File: src/rtl/ahbl_to_apb_bridge.sv
// ahbl_to_apb_bridge: AHB-Lite slave to APB master bridge.
// Each accepted AHB-Lite transfer becomes one APB SETUP/ACCESS sequence while the
// AHB data phase is stalled. The hart ID and PC sideband captured in the address
// phase are held on the APB side for the life of the transfer.
module ahbl_to_apb_bridge #(
   parameter int W_HADDR = 32,
   parameter int W_PADDR = 16,
   parameter int W_DATA  = 32
) (
   input  logic               clk,
   input  logic               rst_n,
   input  logic               ahbls_hready,
   output logic               ahbls_hready_resp,
   output logic               ahbls_hresp,
   input  logic [W_HADDR-1:0] ahbls_haddr,
   input  logic               ahbls_hwrite,
   input  logic [1:0]         ahbls_htrans,
   input  logic [W_DATA-1:0]  ahbls_hwdata,
   output logic [W_DATA-1:0]  ahbls_hrdata,
   input  logic [W_DATA-1:0]  ahbls_hartid,
   input  logic [W_PADDR-1:0] ahbls_pd_pc,
   output logic [W_PADDR-1:0] apbm_paddr,
   output logic               apbm_psel,
   output logic               apbm_penable,
   output logic               apbm_pwrite,
   output logic [W_DATA-1:0]  apbm_pwdata,
   input  logic               apbm_pready,
   input  logic               apbm_pslverr,
   input  logic [W_DATA-1:0]  apbm_prdata,
   output logic [W_DATA-1:0]  apbm_phartid,
   output logic [W_PADDR-1:0] apbm_pd_pc
);

   typedef enum logic [2:0] {
      S_IDLE,
      S_WDATA,
      S_SETUP,
      S_ACCESS,
      S_RESP,
      S_ERR1,
      S_ERR2
   } state_t;

   state_t state;
   state_t state_nxt;
   logic   accept;
   logic   access_done;

   // High address bits are decoded upstream and htrans[0] (SEQ vs NONSEQ) does not matter here.
   logic   unused_bits;
   assign unused_bits = ^{ahbls_haddr[W_HADDR-1:W_PADDR], ahbls_htrans[0]};

   // A new address phase can only be taken in states that present HREADYOUT high.
   assign accept = ahbls_hready && ahbls_htrans[1] &&
                   ((state == S_IDLE) || (state == S_RESP) || (state == S_ERR2));

   assign access_done = (state == S_ACCESS) && apbm_pready;

   // State register; reset drops straight to IDLE so psel falls asynchronously.
   always_ff @(posedge clk or negedge rst_n) begin
      if (!rst_n) begin
         state <= S_IDLE;
      end else begin
         state <= state_nxt;
      end
   end

   // Next-state logic and the control outputs, all decoded from the current state.
   always_comb begin
      state_nxt         = state;
      ahbls_hready_resp = 1'b0;
      ahbls_hresp       = 1'b0;
      apbm_psel         = 1'b0;
      apbm_penable      = 1'b0;
      case (state)
         S_IDLE, S_RESP, S_ERR2: begin
            ahbls_hready_resp = 1'b1;
            ahbls_hresp       = (state == S_ERR2);
            if (accept) begin
               state_nxt = ahbls_hwrite ? S_WDATA : S_SETUP;
            end else begin
               state_nxt = S_IDLE;
            end
         end
         S_WDATA: begin
            state_nxt = S_SETUP;
         end
         S_SETUP: begin
            apbm_psel = 1'b1;
            state_nxt = S_ACCESS;
         end
         S_ACCESS: begin
            apbm_psel    = 1'b1;
            apbm_penable = 1'b1;
            if (apbm_pready) begin
               state_nxt = apbm_pslverr ? S_ERR1 : S_RESP;
            end
         end
         S_ERR1: begin
            ahbls_hresp = 1'b1;
            state_nxt   = S_ERR2;
         end
         default: begin
            state_nxt = S_IDLE;
         end
      endcase
   end

   // Transfer attributes, write data and read data; each only moves at its own capture point.
   always_ff @(posedge clk or negedge rst_n) begin
      if (!rst_n) begin
         apbm_paddr   <= '0;
         apbm_pwrite  <= 1'b0;
         apbm_phartid <= '0;
         apbm_pd_pc   <= '0;
         apbm_pwdata  <= '0;
         ahbls_hrdata <= '0;
      end else begin
         if (accept) begin
            apbm_paddr   <= ahbls_haddr[W_PADDR-1:0];
            apbm_pwrite  <= ahbls_hwrite;
            apbm_phartid <= ahbls_hartid;
            apbm_pd_pc   <= ahbls_pd_pc;
         end
         if (state == S_WDATA) begin
            apbm_pwdata <= ahbls_hwdata;
         end
         if (access_done && !apbm_pslverr && !apbm_pwrite) begin
            ahbls_hrdata <= apbm_prdata;
         end
      end
   end

endmodule

File: config.mk
export PLATFORM = sky130hd
export DESIGN_NAME = ahbl_to_apb_bridge
export DESIGN_NICKNAME = d
export VERILOG_FILES = /design/src/rtl/ahbl_to_apb_bridge.sv
export SDC_FILE = /design/constraint.sdc
export NUM_CORES = 1
export LEC_CHECK = 0
export BUFFER_PORTS_ARGS = -buffer_cell sky130_fd_sc_hd__buf_2
export CAP_MARGIN = 20
export CORE_ASPECT_RATIO = 0.8
export CORE_MARGIN = 2
export CORE_UTILIZATION = 35
export DETAILED_ROUTE_END_ITERATION = 8
export PLACE_DENSITY = 0.66
export SYNTH_ARGS = -nofsm -noshare
export SYNTH_HDL_FRONTEND = slang
export SYNTH_SLANG_ARGS = --single-unit
File: constraint.sdc
create_clock -name clk -period 2.4 [get_ports clk]
set_input_delay 0 -clock clk [delete_from_list [all_inputs] [get_ports clk]]
set_output_delay 0 -clock clk [all_outputs]
set_load 0.01 [all_outputs]
======== Word-level counts from Yosys, hierarchy flattened ========
Cells that the tools add are included.
Widths: inputs -> output; s select.
cells by class
  $add $sub $neg .......................... 0
  multipliers ............................. 0
  divide/modulo/power cells ............... 0
  $lt $le $gt $ge ......................... 0
  equal/unequal tests ..................... 7
  shifts and indexed selects .............. 0
  muxes and demuxes ....................... 9
  bitwise gates (word level) .............. 0
  reductions and logical operators ........ 12
operators by type and width
  operator            count
  $pmux 3 s5          1
  $eq 3x3->1 const B  3
  $eq 3x2->1 const B  2
  $logic_and 1x1->1   5
  $mux 1              4
  $mux 2              2
  $eq 3x1->1 const B  1
  $logic_not 3->1     1
  $mux 3              1
  $reduce_or 3->1     1
  $logic_not 1->1     2
  $logic_or 1x1->1    2
  $ne 2x2->1 const B  1
  $pmux 1 s2          1
  $reduce_or 2->1     1
word-level totals
  flip-flop bits (word level) ............. 132
  latch bits .............................. 0
  memory bits (writable) .................. 0
  ROM bits ................................ 0
  input port bits ......................... 152
  output and inout port bits .............. 133
  logic and storage cells ................. 35
  memories ................................ 0

======== Logic depth before layout (Yosys ltp) ========
Gate-level depths: netlist of run 1.
  depth in word-level cells ............... 6
  depth in mapped cells ................... 6
  depth with buffers taken out ............ 4

======== Worst setup path before layout of run 1 ========
Ideal clock, no wire load.
  path type ............................... register to register
  from .................................... reg state[2]
  to ...................................... reg ahbls_hrdata[0]
  library setup time ...................... 0.125 ns
  arrival time ............................ 1.572 ns
  data required time ...................... 2.275 ns
  path slack .............................. 0.703 ns
  cell stages (with the launch flop) ...... 6
  buffers on the path ..................... 2
  cell sequence ........................... dfrtp_1 -> nand2b_4 -> or4_1 -> buf_2 -> buf_6 -> mux2_4
between the ends
  cells in the longest elaborated chain, start to end .. 4
ends and longest elaborated chain
  item                             RTL line  text
  start: declaration               44        state_t state;
  start signal: assignment         64        state <= state_nxt;
  $eq 3x2->1                       57        assign access_done = (state == S_ACCESS) && apbm_pready;
  $logic_and 1x1->1                57
  $logic_and 1x1->1 (2 in series)  128       if (access_done && !apbm_pslverr && !apbm_pwrite) begin
  end signal: assignment           129       ahbls_hrdata <= apbm_prdata;
  end: declaration                 19        output logic [W_DATA-1:0] ahbls_hrdata,
Every way passes these cells.
A chain may end at the register's enable or synchronous reset.

======== Worst setup path after layout of run 1 ========
  from .................................... reg state[2]
  to ...................................... reg ahbls_hrdata[1]
Same word-level chain as after synthesis.

==> flow_summary.yaml, run 1 <==
sta:
  fmax_mhz: 502
  period_share_pct: 83.1
  slew_headroom_pct: 55.2
  finalMaxSlewViolations: 0
  layout_setup_ws_ns: 0.406
  clock_skew_ns: 0.00965
  fin_tns_setup_ns: 0
  rsz0062_at_grt: "no"
  min_period_ns: 1.99
  worstMarginPinSlew_ns: 0.672
  finalSetupViolations: 0
  final-hold-violation-count: 0
route:
  drt_iter0_drc: 97
  wl_um: 13700
  vias: 3994
  dr.pass1.iters: 4
  vias_per_cell: 4.43
  avgRoutedWirePerCell_um: 15.2
  ant_nets: 0
  drc: 0
clocking:
  clkTransAtPathRegs_ns: 0.06
  root_buffer: "clkbuf_16"
  cts_buffers: 17
  cts_tree: "done"
  clk_latency_ns: 0.40
  clock_path_buffers: 2
  clock_sinks: 132
  ctsResizeCount: 0
  htree_levels: 4
pwr:
  p_per_area_nw_per_um2: 1220
  leakagePower_nw: 4.32
  report.power.total_mw: 10.6
  ir_worst_vdd_mv: 0.819
yosys:
  synth_most_common_cell: "dfrtp_1"
  synth_edf_count: 0
  yosys-top-cells-area: "dfrtp_1 65%, mux2_1 22%, mux2_4 8.9%, buf_2 0.98%, buf_6 0.66%"
  synth_xor_area_share_pct: 0
  synth-simple-area-share_pct: 1.65
  ys.flop_type: "dfrtp_1"
  netlist.area_leader.share_pct: 64.9
  synth_fp_nets: 447
  syn_area_um2: 5090
  synth.avg_cell_area_um2: 17.2
  ys_warn_count: 0
  synth_top_area_cell: "dfrtp_1"
  synth_compound_gate_area_share_pct: 0.615
  synth_top_family_by_area: "multiplexers"
  syn_inst: 295
  ys_seq_elements: 132
  synth_mux_area_share_pct: 30.8
  ys_top_cells_by_count: "132 x dfrtp_1, 99 x mux2_1, 30 x mux2_4"
  synth_async_sr_flop_share_pct: 100
  yosys.area_share.adder_pct: 0
  synth.distinct_cells: 20
  seq_area_frac_synth_pct: 64.9
critical_path:
  crit_fanout: 32
  cp.required_ns: 2.69
  crit_type: "flip-flop to flip-flop"
  worst_setup_path_start_kind: "flip-flop"
  endpoint_kind: "flip-flop"
  arrival_ns: 2.28
finish:
  fill_cells: 1089
  antennaDiodeCount: 0
  final_cells: 901
  syn2layout_area_growth_pct: 69.5
  layout-drive-gt1-share_pct: 47.3
  nets: 856
placement:
  place.gp.congestion: 0.754
  dpl_worst_slack_ns: 0.394
  dp.cells: 737
  dp_hpwl_um: 8650
  io_buffers: 267
grt:
  grt_max_degree: 49
  overflow: 0
  grt_pass1_wl_um: 22700
  antenna_found_initial: 0
  grt_util_all_layers_pct: 18.4
  grt_pass1_vias: 4501
min_path:
  hp-class: "input port to async pin"
flow_run:
  drv_cap: 0
floorplan:
  rows: 39
  die_area_um2: 15500
  pin_count: 285
  die_x_um: 139
  coreArea_um2: 14200
  start_util_pct: 35.7
  die_h_um: 112
run_status:
  outcome: "finished clean"
kinds of logic after synthesis:
| group | after synthesis |
|---|---|
| DFF | 132 |
| muxes | 129 |
| buffers and inverters | 17 |
| and+or+nand+nor | 13 |
| AOI/OAI and AO/OA | 4 |
flip-flops by register name, summed over array words and instances, names as in the netlist:
name,count
apbm_pwdata,32
apbm_pd_pc,16
ahbls_hrdata,32
apbm_pwrite,1
state,3
apbm_paddr,16
apbm_phartid,32
final cells by class:
cell class / count / area, um2 / share of cell area (%)
Sequential cell: 132 / 3300 / 38.3
Inverter: 2 / 7.51 / 0.0871
Tap cell: 184 / 230 / 2.67
Multi-Input combinational cell: 146 / 1690 / 19.6
Timing Repair Buffer: 405 / 2730 / 31.7
Clock buffer: 20 / 457 / 5.30
Clock inverter: 12 / 203 / 2.35
repair_timing:
item / in CTS / in global routing
setup buffers: 0 / 0
hold endpoints to repair: 177 / 0
hold buffers: 132 / 0
where the power goes:
| group | switching, mW | internal (mW) | total, mW |
|---|---|---|---|
| Combinational | 1.77 | 1.99 | 3.76 |
| Sequential | 0.592 | 3.36 | 3.95 |
| Clock | 0.947 | 1.90 | 2.85 |
layer usage:
layer | global-route usage (%) | wire (um)
met1 | 20.1 | 5380
met2 | 33.8 | 7270
met3 | 5.98 | 842
met4 | 6.20 | 247
met5 | 0 | 0
critical path, cell delays in order, from the launching register on:
cell	delay, ns
dfrtp_1	0.41
nand2b_4	0.16
or4_2	0.60
buf_4	0.32
mux2_4	0.37
cell usage in the layout (no fill, tap or decap), types with 2 or more instances in the layout:
cell type | synthesis | routed
clkinv_2 | 0 | 2
nor2b_1 | 5 | 4
clkbuf_16 | 0 | 17
mux2_4 | 30 | 30
dfrtp_1 | 132 | 132
buf_2 | 10 | 266
clkbuf_8 | 0 | 2
clkinv_4 | 0 | 4
mux2_1 | 99 | 99
buf_4 | 1 | 5
buf_12 | 0 | 2
nand2_1 | 2 | 2
bufinv_16 | 0 | 5
nor2_1 | 2 | 2
dlygate4sd3_1 | 0 | 132
stage by stage:
| stage | hold slack (ns) | utilization, % | instance area, um2 |
|---|---|---|---|
| global route | 0.212 | 60.5 | 8620 |
| finish | 0.182 | 60.5 | 8620 |
| global placement | 0.0639 | 46.6 | 6640 |
| detailed placement | 0.0880 | 46.6 | 6640 |
| CTS | 0.191 | 60.5 | 8620 |
| floorplan | -0.296 | - | 5090 |
path summary, 6_finish.rpt:
path / from / depth (start not counted) / end / slack [ns]
setup / recovery: state[2]$_DFFE_PN0P_ / 4 / ahbls_hrdata[1]$_DFFE_PN0P_ / 0.41
hold / removal: rst_n / 2 / apbm_paddr[9]$_DFFE_PN0P_ / 0.18
setup reg to reg: state[2]$_DFFE_PN0P_ / 4 / ahbls_hrdata[1]$_DFFE_PN0P_ / 0.41
hold reg to reg: apbm_pwdata[31]$_DFFE_PN0P_ / 1 / apbm_pwdata[31]$_DFFE_PN0P_ / 0.48
max in group asynchronous: rst_n / 3 / ahbls_hrdata[4]$_DFFE_PN0P_ / 1.55
min in group clk: ahbls_htrans[1] / 5 / apbm_pd_pc[13]$_DFFE_PN0P_ / 0.34
No activity file was read; power rests on OpenSTA's default activity.
==> run 2, diff against run 1 <==
==> constraint.sdc (replaced) <==
create_clock -name clk -period 1.95 [get_ports clk]
set_input_delay 0 -clock clk [delete_from_list [all_inputs] [get_ports clk]]
set_output_delay 0 -clock clk [all_outputs]
set_load 0.01 [all_outputs]
==> flow_summary.yaml, run 2 (synthesized netlist as in run 1, its figures left out) <==
run_status:
  outcome: "finished clean"
floorplan:
  die_area_um2: 15500
  coreArea_um2: 14200
  pin_count: 285
  die_h_um: 112
  rows: 39
  die_x_um: 139
  start_util_pct: 35.7
clocking:
  clock_sinks: 132
  cts_setup_buffers: 0
  hold_buffers: 132
  cts_tree: "done"
  clk_latency_ns: 0.41
  cts_buffers: 17
  htree_levels: 4
  clock_path_buffers: 2
  root_buffer: "clkbuf_16"
  ctsResizeCount: 0
  clkTransAtPathRegs_ns: 0.06
pwr:
  ir_worst_vdd_mv: 0.922
  intPower_mw: 8.68
  power.share.clock_pct: 25.3
  switching_share_pct: 32.0
  leakagePower_nw: 4.32
  power_frac_seq_pct: 37.9
  p_per_area_nw_per_um2: 1480
  p_switching_mw: 4.09
  p_comb_share_pct: 36.8
sta:
  min_period_ns: 1.85
  finalSetupViolations: 0
  slew_headroom_pct: 59.6
  fin_tns_setup_ns: 0
  layout_setup_ws_ns: 0.0993
  hold_ws_ns: 0.141
  period_share_pct: 94.9
  finalMaxSlewViolations: 0
  clock_skew_ns: 0.00629
  final-hold-violation-count: 0
  worstMarginPinSlew_ns: 0.606
  rsz0062_at_grt: "no"
  fmax_mhz: 540
route:
  avgRoutedWirePerCell_um: 15.2
  wl_um: 13800
  dr.pass1.iters: 4
  vias: 3938
  drt_iter0_drc: 81
  drc: 0
  ant_nets: 0
  vias_per_cell: 4.36
finish:
  final_cell_area_um2: 8620
  layout-drive-gt1-share_pct: 47.3
  layout_commonest_cell: "buf_2"
  nets: 858
  fill_cells: 1110
  reg_top3: "ahbls_hrdata: 32 flops, apbm_phartid: 32 flops, apbm_pwdata: 32 flops"
  antennaDiodeCount: 0
  mostFrequentLayoutCells: "266 x buf_2, 132 x dfrtp_1, 132 x dlygate4sd3_1, 99 x mux2_1, 30 x mux2_4"
  syn2layout_area_growth_pct: 69.4
critical_path:
  r2r-start: "state[2]$_DFFE_PN0P_"
  arrival_ns: 2.14
  crit_fanout: 32
  rr_endpoint: "ahbls_hrdata[7]$_DFFE_PN0P_"
  ff2ff_path_depth: 4
  crit_type: "flip-flop to flip-flop"
  worst_setup_path_start_kind: "flip-flop"
  rrSetupSlack_ns: 0.1
  endpoint_kind: "flip-flop"
  cp.required_ns: 2.24
flow_run:
  drv_cap: 0
grt:
  antenna_found_initial: 0
  grt_pass1_wl_um: 22500
  grt_max_degree: 52
  grt_util_all_layers_pct: 18.3
  grt_pass1_vias: 4475
  overflow: 0
placement:
  io_buffers: 267
  place_area_um2: 6690
  dpl_worst_slack_ns: 0.0969
  dp_hpwl_um: 8790
  place.gp.congestion: 0.744
min_path:
  hp-class: "input port to async pin"
-- run 2: critical path, cell delays in order (launching register included) --
cell and delay [ns]:
dfrtp_1 0.38, nand2b_4 0.15, or4_2 0.65, buf_12 0.22
mux2_4 0.32
-- run 2: final cells by class --
type	instances	area (um2)	area share [%]
clock inverters	12	155	1.80
multi-input cells	146	1690	19.6
repair buffers	407	2780	32.3
flip-flops and latches	132	3300	38.3
inverters	2	7.51	0.0871
clock buffers	20	447	5.18
well taps	184	230	2.67
-- run 2: how the worst max path moves through the flow --
stage / from / endpoint / slack [ns] / depth (start not counted)
3_5_place_dp: state[2]$_DFFE_PN0P_ / ahbls_hrdata[11]$_DFFE_PN0P_ / 0.1 / 4
5_1_grt: state[1]$_DFFE_PN0P_ / ahbls_hrdata[11]$_DFFE_PN0P_ / 0.04 / 4
4_1_cts: state[2]$_DFFE_PN0P_ / ahbls_hrdata[11]$_DFFE_PN0P_ / 0.10 / 4
6_report: state[2]$_DFFE_PN0P_ / ahbls_hrdata[7]$_DFFE_PN0P_ / 0.1 / 4
3_3_place_gp: state[2]$_DFFE_PN0P_ / ahbls_hrdata[11]$_DFFE_PN0P_ / 0.12 / 4
2_1_floorplan: state[2]$_DFFE_PN0P_ / ahbls_hrdata[0]$_DFFE_PN0P_ / 0.25 / 5
-- run 2: power groups by stage --
| stage | logic (mW) | clock network, mW | registers (mW) |
|---|---|---|---|
| after floorplan | 1.77 | 0 | 5.47 |
| after global placement | 4.42 | 0 | 4.76 |
| after detailed placement | 4.54 | 0 | 4.84 |
| after CTS | 4.75 | 3.31 | 4.83 |
| after global routing | 5.07 | 3.47 | 5.02 |
| final | 4.70 | 3.23 | 4.84 |
-- run 2: metrics by stage --
stage	cells	total power [mW]	util [%]
2_1_floorplan	295	7.24	-
4_1_cts	903	12.9	60.5
3_3_place_gp	739	9.18	47.0
5_1_grt	903	13.6	60.5
3_5_place_dp	739	9.37	47.0
6_report	903	12.8	60.5
-- run 2: routing by layer --
| layer | track usage [%] | routed length [um] |
|---|---|---|
| met5 | 0 | 0 |
| met4 | 5.52 | 230 |
| met3 | 6.58 | 902 |
| met2 | 33.3 | 7260 |
| met1 | 20.2 | 5360 |
